**config.mk**
```make
export PLATFORM = sky130hd
export DESIGN_NAME = ifmap_row_packer
export DESIGN_NICKNAME = d
export VERILOG_FILES = /design/src/rtl/ifmap_row_packer.sv
export SDC_FILE = /design/constraint.sdc
export NUM_CORES = 1
export LEC_CHECK = 0
export CORE_AREA = 2 2 81 83
export CTS_CLUSTER_SIZE = 8
export DETAILED_ROUTE_END_ITERATION = 12
export DIE_AREA = 0 0 83 85
export HOLD_SLACK_MARGIN = 0.08
export PLACE_DENSITY = 0.72
export SETUP_SLACK_MARGIN = 0.02
export SYNTH_ARGS = -nofsm -noshare
export SYNTH_HDL_FRONTEND = slang
export SYNTH_SLANG_ARGS = --single-unit
```
**constraint.sdc**
```tcl
create_clock -name clk -period 1.8 [get_ports clk]
set_input_delay 0.54 -clock clk [delete_from_list [all_inputs] [get_ports clk]]
set_output_delay 0.54 -clock clk [all_outputs]
set_load 0.02 [all_outputs]
```
**src/rtl/ifmap_row_packer.sv**
```systemverilog
// rtl/ifmap_row_packer.sv - groups source pixels into start/end tagged rows for the IFmap buffer
// A single holding register sits between the source stream and the buffer write port.
module ifmap_row_packer #(
  parameter int DATA_WIDTH    = 6,
  parameter int BUFFER_WIDTH  = 8,
  parameter int ROW_LEN_WIDTH = 5,
  parameter int ROW_CNT_WIDTH = 8
) (
  input  logic                     clk,
  input  logic                     rst,
  input  logic                     start,
  input  logic [ROW_LEN_WIDTH-1:0] row_len,
  input  logic [ROW_CNT_WIDTH-1:0] num_rows,
  input  logic                     src_valid,
  input  logic [DATA_WIDTH-1:0]    src_data,
  output logic                     src_ready,
  input  logic                     buf_ready,
  input  logic                     buf_full,
  output logic [BUFFER_WIDTH-1:0]  buf_din,
  output logic                     buf_wen,
  output logic                     busy,
  output logic                     done,
  output logic [ROW_CNT_WIDTH-1:0] rows_sent
);

  typedef enum logic [1:0] {
    S_IDLE,
    S_STREAM,
    S_DRAIN,
    S_DONE
  } state_t;

  localparam logic [ROW_LEN_WIDTH-1:0] LEN_ONE  = ROW_LEN_WIDTH'(1);
  localparam logic [ROW_CNT_WIDTH-1:0] ROWS_ONE = ROW_CNT_WIDTH'(1);

  state_t                   state_q, state_d;
  logic [ROW_LEN_WIDTH-1:0] row_len_q, row_len_d;
  logic [ROW_CNT_WIDTH-1:0] num_rows_q, num_rows_d;
  logic [ROW_LEN_WIDTH-1:0] pix_cnt_q, pix_cnt_d;
  logic [ROW_CNT_WIDTH-1:0] row_cnt_q, row_cnt_d;
  logic [ROW_CNT_WIDTH-1:0] rows_sent_q, rows_sent_d;
  logic                     out_valid_q, out_valid_d;
  logic [BUFFER_WIDTH-1:0]  out_word_q, out_word_d;

  logic                     write_fire;
  logic                     accept;
  logic                     is_first_pix;
  logic                     is_last_pix;
  logic                     is_last_row;
  logic [BUFFER_WIDTH-1:0]  tagged_word;

  always_comb begin
    write_fire   = out_valid_q & buf_ready & ~buf_full;
    src_ready    = (state_q == S_STREAM) & (~out_valid_q | write_fire);
    accept       = src_valid & src_ready;
    is_first_pix = (pix_cnt_q == '0);
    is_last_pix  = (pix_cnt_q == (row_len_q - LEN_ONE));
    is_last_row  = (row_cnt_q == (num_rows_q - ROWS_ONE));

    tagged_word                   = '0;
    tagged_word[BUFFER_WIDTH-1]   = is_first_pix;
    tagged_word[BUFFER_WIDTH-2]   = is_last_pix;
    tagged_word[DATA_WIDTH-1:0]   = src_data;
  end

  always_comb begin
    state_d     = state_q;
    row_len_d   = row_len_q;
    num_rows_d  = num_rows_q;
    pix_cnt_d   = pix_cnt_q;
    row_cnt_d   = row_cnt_q;
    rows_sent_d = rows_sent_q;
    out_valid_d = out_valid_q;
    out_word_d  = out_word_q;

    // Holding register: a new accept overwrites the word being written this cycle.
    if (accept) begin
      out_word_d  = tagged_word;
      out_valid_d = 1'b1;
    end else if (write_fire) begin
      out_valid_d = 1'b0;
    end

    if (write_fire && out_word_q[BUFFER_WIDTH-2]) begin
      rows_sent_d = rows_sent_q + ROWS_ONE;
    end

    unique case (state_q)
      S_IDLE: begin
        if (start) begin
          row_len_d   = row_len;
          num_rows_d  = num_rows;
          pix_cnt_d   = '0;
          row_cnt_d   = '0;
          rows_sent_d = '0;
          // An empty job has nothing held, so it passes straight through DRAIN.
          if ((row_len == '0) || (num_rows == '0)) begin
            state_d = S_DRAIN;
          end else begin
            state_d = S_STREAM;
          end
        end
      end
      S_STREAM: begin
        if (accept) begin
          if (is_last_pix) begin
            pix_cnt_d = '0;
            row_cnt_d = row_cnt_q + ROWS_ONE;
            if (is_last_row) begin
              state_d = S_DRAIN;
            end
          end else begin
            pix_cnt_d = pix_cnt_q + LEN_ONE;
          end
        end
      end
      S_DRAIN: begin
        if (!out_valid_d) begin
          state_d = S_DONE;
        end
      end
      S_DONE: begin
        state_d = S_IDLE;
      end
      default: begin
        state_d = S_IDLE;
      end
    endcase
  end

  always_ff @(posedge clk) begin
    if (rst) begin
      state_q     <= S_IDLE;
      row_len_q   <= '0;
      num_rows_q  <= '0;
      pix_cnt_q   <= '0;
      row_cnt_q   <= '0;
      rows_sent_q <= '0;
      out_valid_q <= 1'b0;
      out_word_q  <= '0;
    end else begin
      state_q     <= state_d;
      row_len_q   <= row_len_d;
      num_rows_q  <= num_rows_d;
      pix_cnt_q   <= pix_cnt_d;
      row_cnt_q   <= row_cnt_d;
      rows_sent_q <= rows_sent_d;
      out_valid_q <= out_valid_d;
      out_word_q  <= out_word_d;
    end
  end

  assign buf_wen   = write_fire;
  assign buf_din   = out_valid_q ? out_word_q : '0;
  assign busy      = (state_q != S_IDLE);
  assign done      = (state_q == S_DONE);
  assign rows_sent = rows_sent_q;

endmodule

```
==> impl_metrics.yaml <==
cts:
  cts_sinks: 45
  clk_pin_slew_worst_paths_ns: 0.09
  cts_max_level: 2
  clk_latency_ns: 0.31
  cts_buffer_depth: 2
  cts_tree: "built"
  root_buffer: "clkbuf_8"
  hold_buffers: 0
  numCtsBuffers: 5
power:
  max-vdd-ir-drop_v: 0.000613
  p_leak_uw: 0.00165
  p_per_area_mw_per_mm2: 1060
  p_total_uw: 3880
detailed_routing:
  drt-wirelength-per-cell_um: 12.9
  antenna_left: 0
  drt_iter0_drc: 90
  drcViolationCount: 0
  firstDrtPassIters: 5
  avgViaCountPerCell: 5.20
  routed_wl_mm: 6.31
  routed-via-count: 2542
floorplan:
  core_area_mm2: 0.00620
  start_util_pct: 40.8
  num_io_pins: 45
  die_y_um: 85
  die_x_um: 83
  rows: 29
  design.die.area_mm2: 0.00706
sta:
  rsz0062_at_grt: "yes"
  hold_ws_ns: 0.480
  hold_viol: 0
  max_slew_margin_pct: 71.4
  fin_skew_ns: 0.00760
  worst_slew_pin_slew_ns: 0.425
  fin_crit_sh_pct: 106
  slew_violations: 0
  setup_slack_ns: -0.109
  fmax_ghz: 0.524
  finalSetupViolCount: 13
  period_needed_ns: 1.91
yosys:
  synth-edff-count: 0
  synth_common_cells: "nand2_1 (47), dfxtp_1 (45), nor2_1 (33), a21oi_1 (22)"
  synth_top_area_cell: "dfxtp_1"
  syn_area_mm2: 0.00253
  synth_async_sr_flop_share_pct: 0
  ys_seq_area_share_pct: 35.6
  synth_area_leaders: "dfxtp_1 (36%), nand2_1 (7.0%), mux2i_1 (5.1%)"
  synth.distinct_cells: 46
  yosysMostFrequentCell: "nand2_1"
  synth-main-ff-cell: "dfxtp_1"
  synth_area_per_cell_um2: 8.01
  yosysWarnings: 0
  synth-seq-cells: 45
  synth_cells: 316
  synth_top_area_share_pct: 35.6
  syn_nets: 351
setup_path:
  end_kind: "flip-flop"
  path_class: "input pin to flip-flop"
  crit_chain: "clkdlybuf4s50_1 > or4_4 > nor2_2 > o22ai_2 > a211oi_2 > mux2i_1 > o221ai_1"
  required_ns: 2.02
  arrival_ns: 2.13
  slowest_delay_ns: 0.54
  start_kind: "input pin"
  cpMaxStageDelayCell: "or4_4"
  worstPathMaxFanout: 2
global_routing:
  track_usage_pct: 18.2
  grt_pass1_wl_mm: 10.8
  grt_pass1_vias: 2436
  grt_overflow: 0
  grt_max_degree: 22
  antenna_found_initial: 0
placement:
  port_buffers: 44
  gp_congestion: 0.847
  place_hpwl_mm: 4.64
final_layout:
  areaGrowthSynthToFinish_pct: 45.0
  nets: 446
  utilization_pct: 59.1
  n_antenna_cell: 0
  drive_gt1_share_pct: 29.9
outcome:
  violations: "negative setup slack"
  status: "finished, violations left"
min_path:
  hold_path.class: "flip-flop to flip-flop"
job:
  cap_viol_max_count: 0
==> layout make-up <==
| class | count | area (um^2) |
|---|---|---|
| Inverter | 10 | 40.0 |
| Tap cell | 77 | 96.3 |
| Clock buffer | 6 | 72.6 |
| Sequential cell | 45 | 916 |
| Fill cell | 556 | 2540 |
| Clock inverter | 2 | 38.8 |
| Timing Repair Buffer | 105 | 855 |
| Multi-Input combinational cell | 244 | 1650 |
==> path summary, 6_finish.rpt <==
kind                                    start           end  slack [ns]  depth (start not counted)
worst max-delay path               row_len[2]    state_q[1]       -0.11                          7
worst min-delay path             row_len_q[4]  row_len_q[4]        0.48                          2
worst max register to register  num_rows_q[2]    state_q[0]       -0.08                          6
worst min register to register   row_len_q[4]  row_len_q[4]        0.48                          2
==> worst max-delay path: cells and delay by family <==
kind,cells,cell delay [ns]
and+or+nand+nor,2,0.73
muxes,1,0.09
buffers and inverters,1,0.42
AOI/OAI and AO/OA,3,0.35
==> where the power goes <==
| part | switching, uW | leakage, uW | total, uW | internal (uW) |
|---|---|---|---|---|
| clock network | 375 | 0.0000554 | 792 | 417 |
| logic | 909 | 0.00123 | 1870 | 964 |
| registers | 98.1 | 0.000369 | 1210 | 1110 |
==> state kept, by name (all words and copies together) (netlist names) <==
signal	flops
row_cnt_q	8
out_valid_q	1
out_word_q	8
rows_sent	8
pix_cnt_q	5
num_rows_q	8
state_q	2
row_len_q	5
==> through the flow <==
| step | setup WS [ns] | setup TNS (ns) | std cells | cell area, um^2 |
|---|---|---|---|---|
| after floorplan | -0.0765 | -0.195 | 316 | 2590 |
| after global placement | -0.838 | -13.54 | 478 | 3490 |
| after detailed placement | -0.831 | -14.48 | 478 | 3490 |
| after CTS | -0.0720 | -0.196 | 487 | 3670 |
| after global routing | -0.235 | -2.47 | 489 | 3670 |
| final | -0.109 | -0.489 | 489 | 3670 |
==> repair_timing <==
| item | in CTS | in global routing |
|---|---|---|
| gates resized for setup | 85 | 22 |
| buffers inserted | 1 | 2 |
| pin swaps | 11 | 5 |
| setup endpoints to repair | 47 | 26 |
==> placed cells by master (no fill, tap or decap), types with 6 or more instances in the layout <==
master,netlist,final
nor2_1,33,31
xor2_1,13,13
nand2_1,47,46
a21oi_1,22,19
dlygate4sd2_1,0,14
clkdlybuf4s50_1,0,15
or3_1,7,6
buf_2,2,10
and2_1,12,11
nor3_1,7,7
nand4_1,9,9
mux2i_1,13,13
xnor2_1,12,12
buf_4,0,58
dfxtp_1,45,39
==> cells by family after synthesis <==
logic type,count (synthesis),share of synthesized area (%)
compound gates,50,12.9
fa+ha+maj,10,4.95
flops,45,35.6
xor+xnor,25,8.65
simple gates,146,28.6
buf+inv,27,4.15
mux,13,5.14
==> layer usage <==
metal	up-vias	share of wire (%)	global-route usage [%]
li1	1277	-	-
met1	1201	46	23.5
met2	55	48	31.8
met3	9	4.4	3.31
met4	0	1.3	4.32
met5	-	0	0
Note: power is estimated with default switching activity, not from simulation.
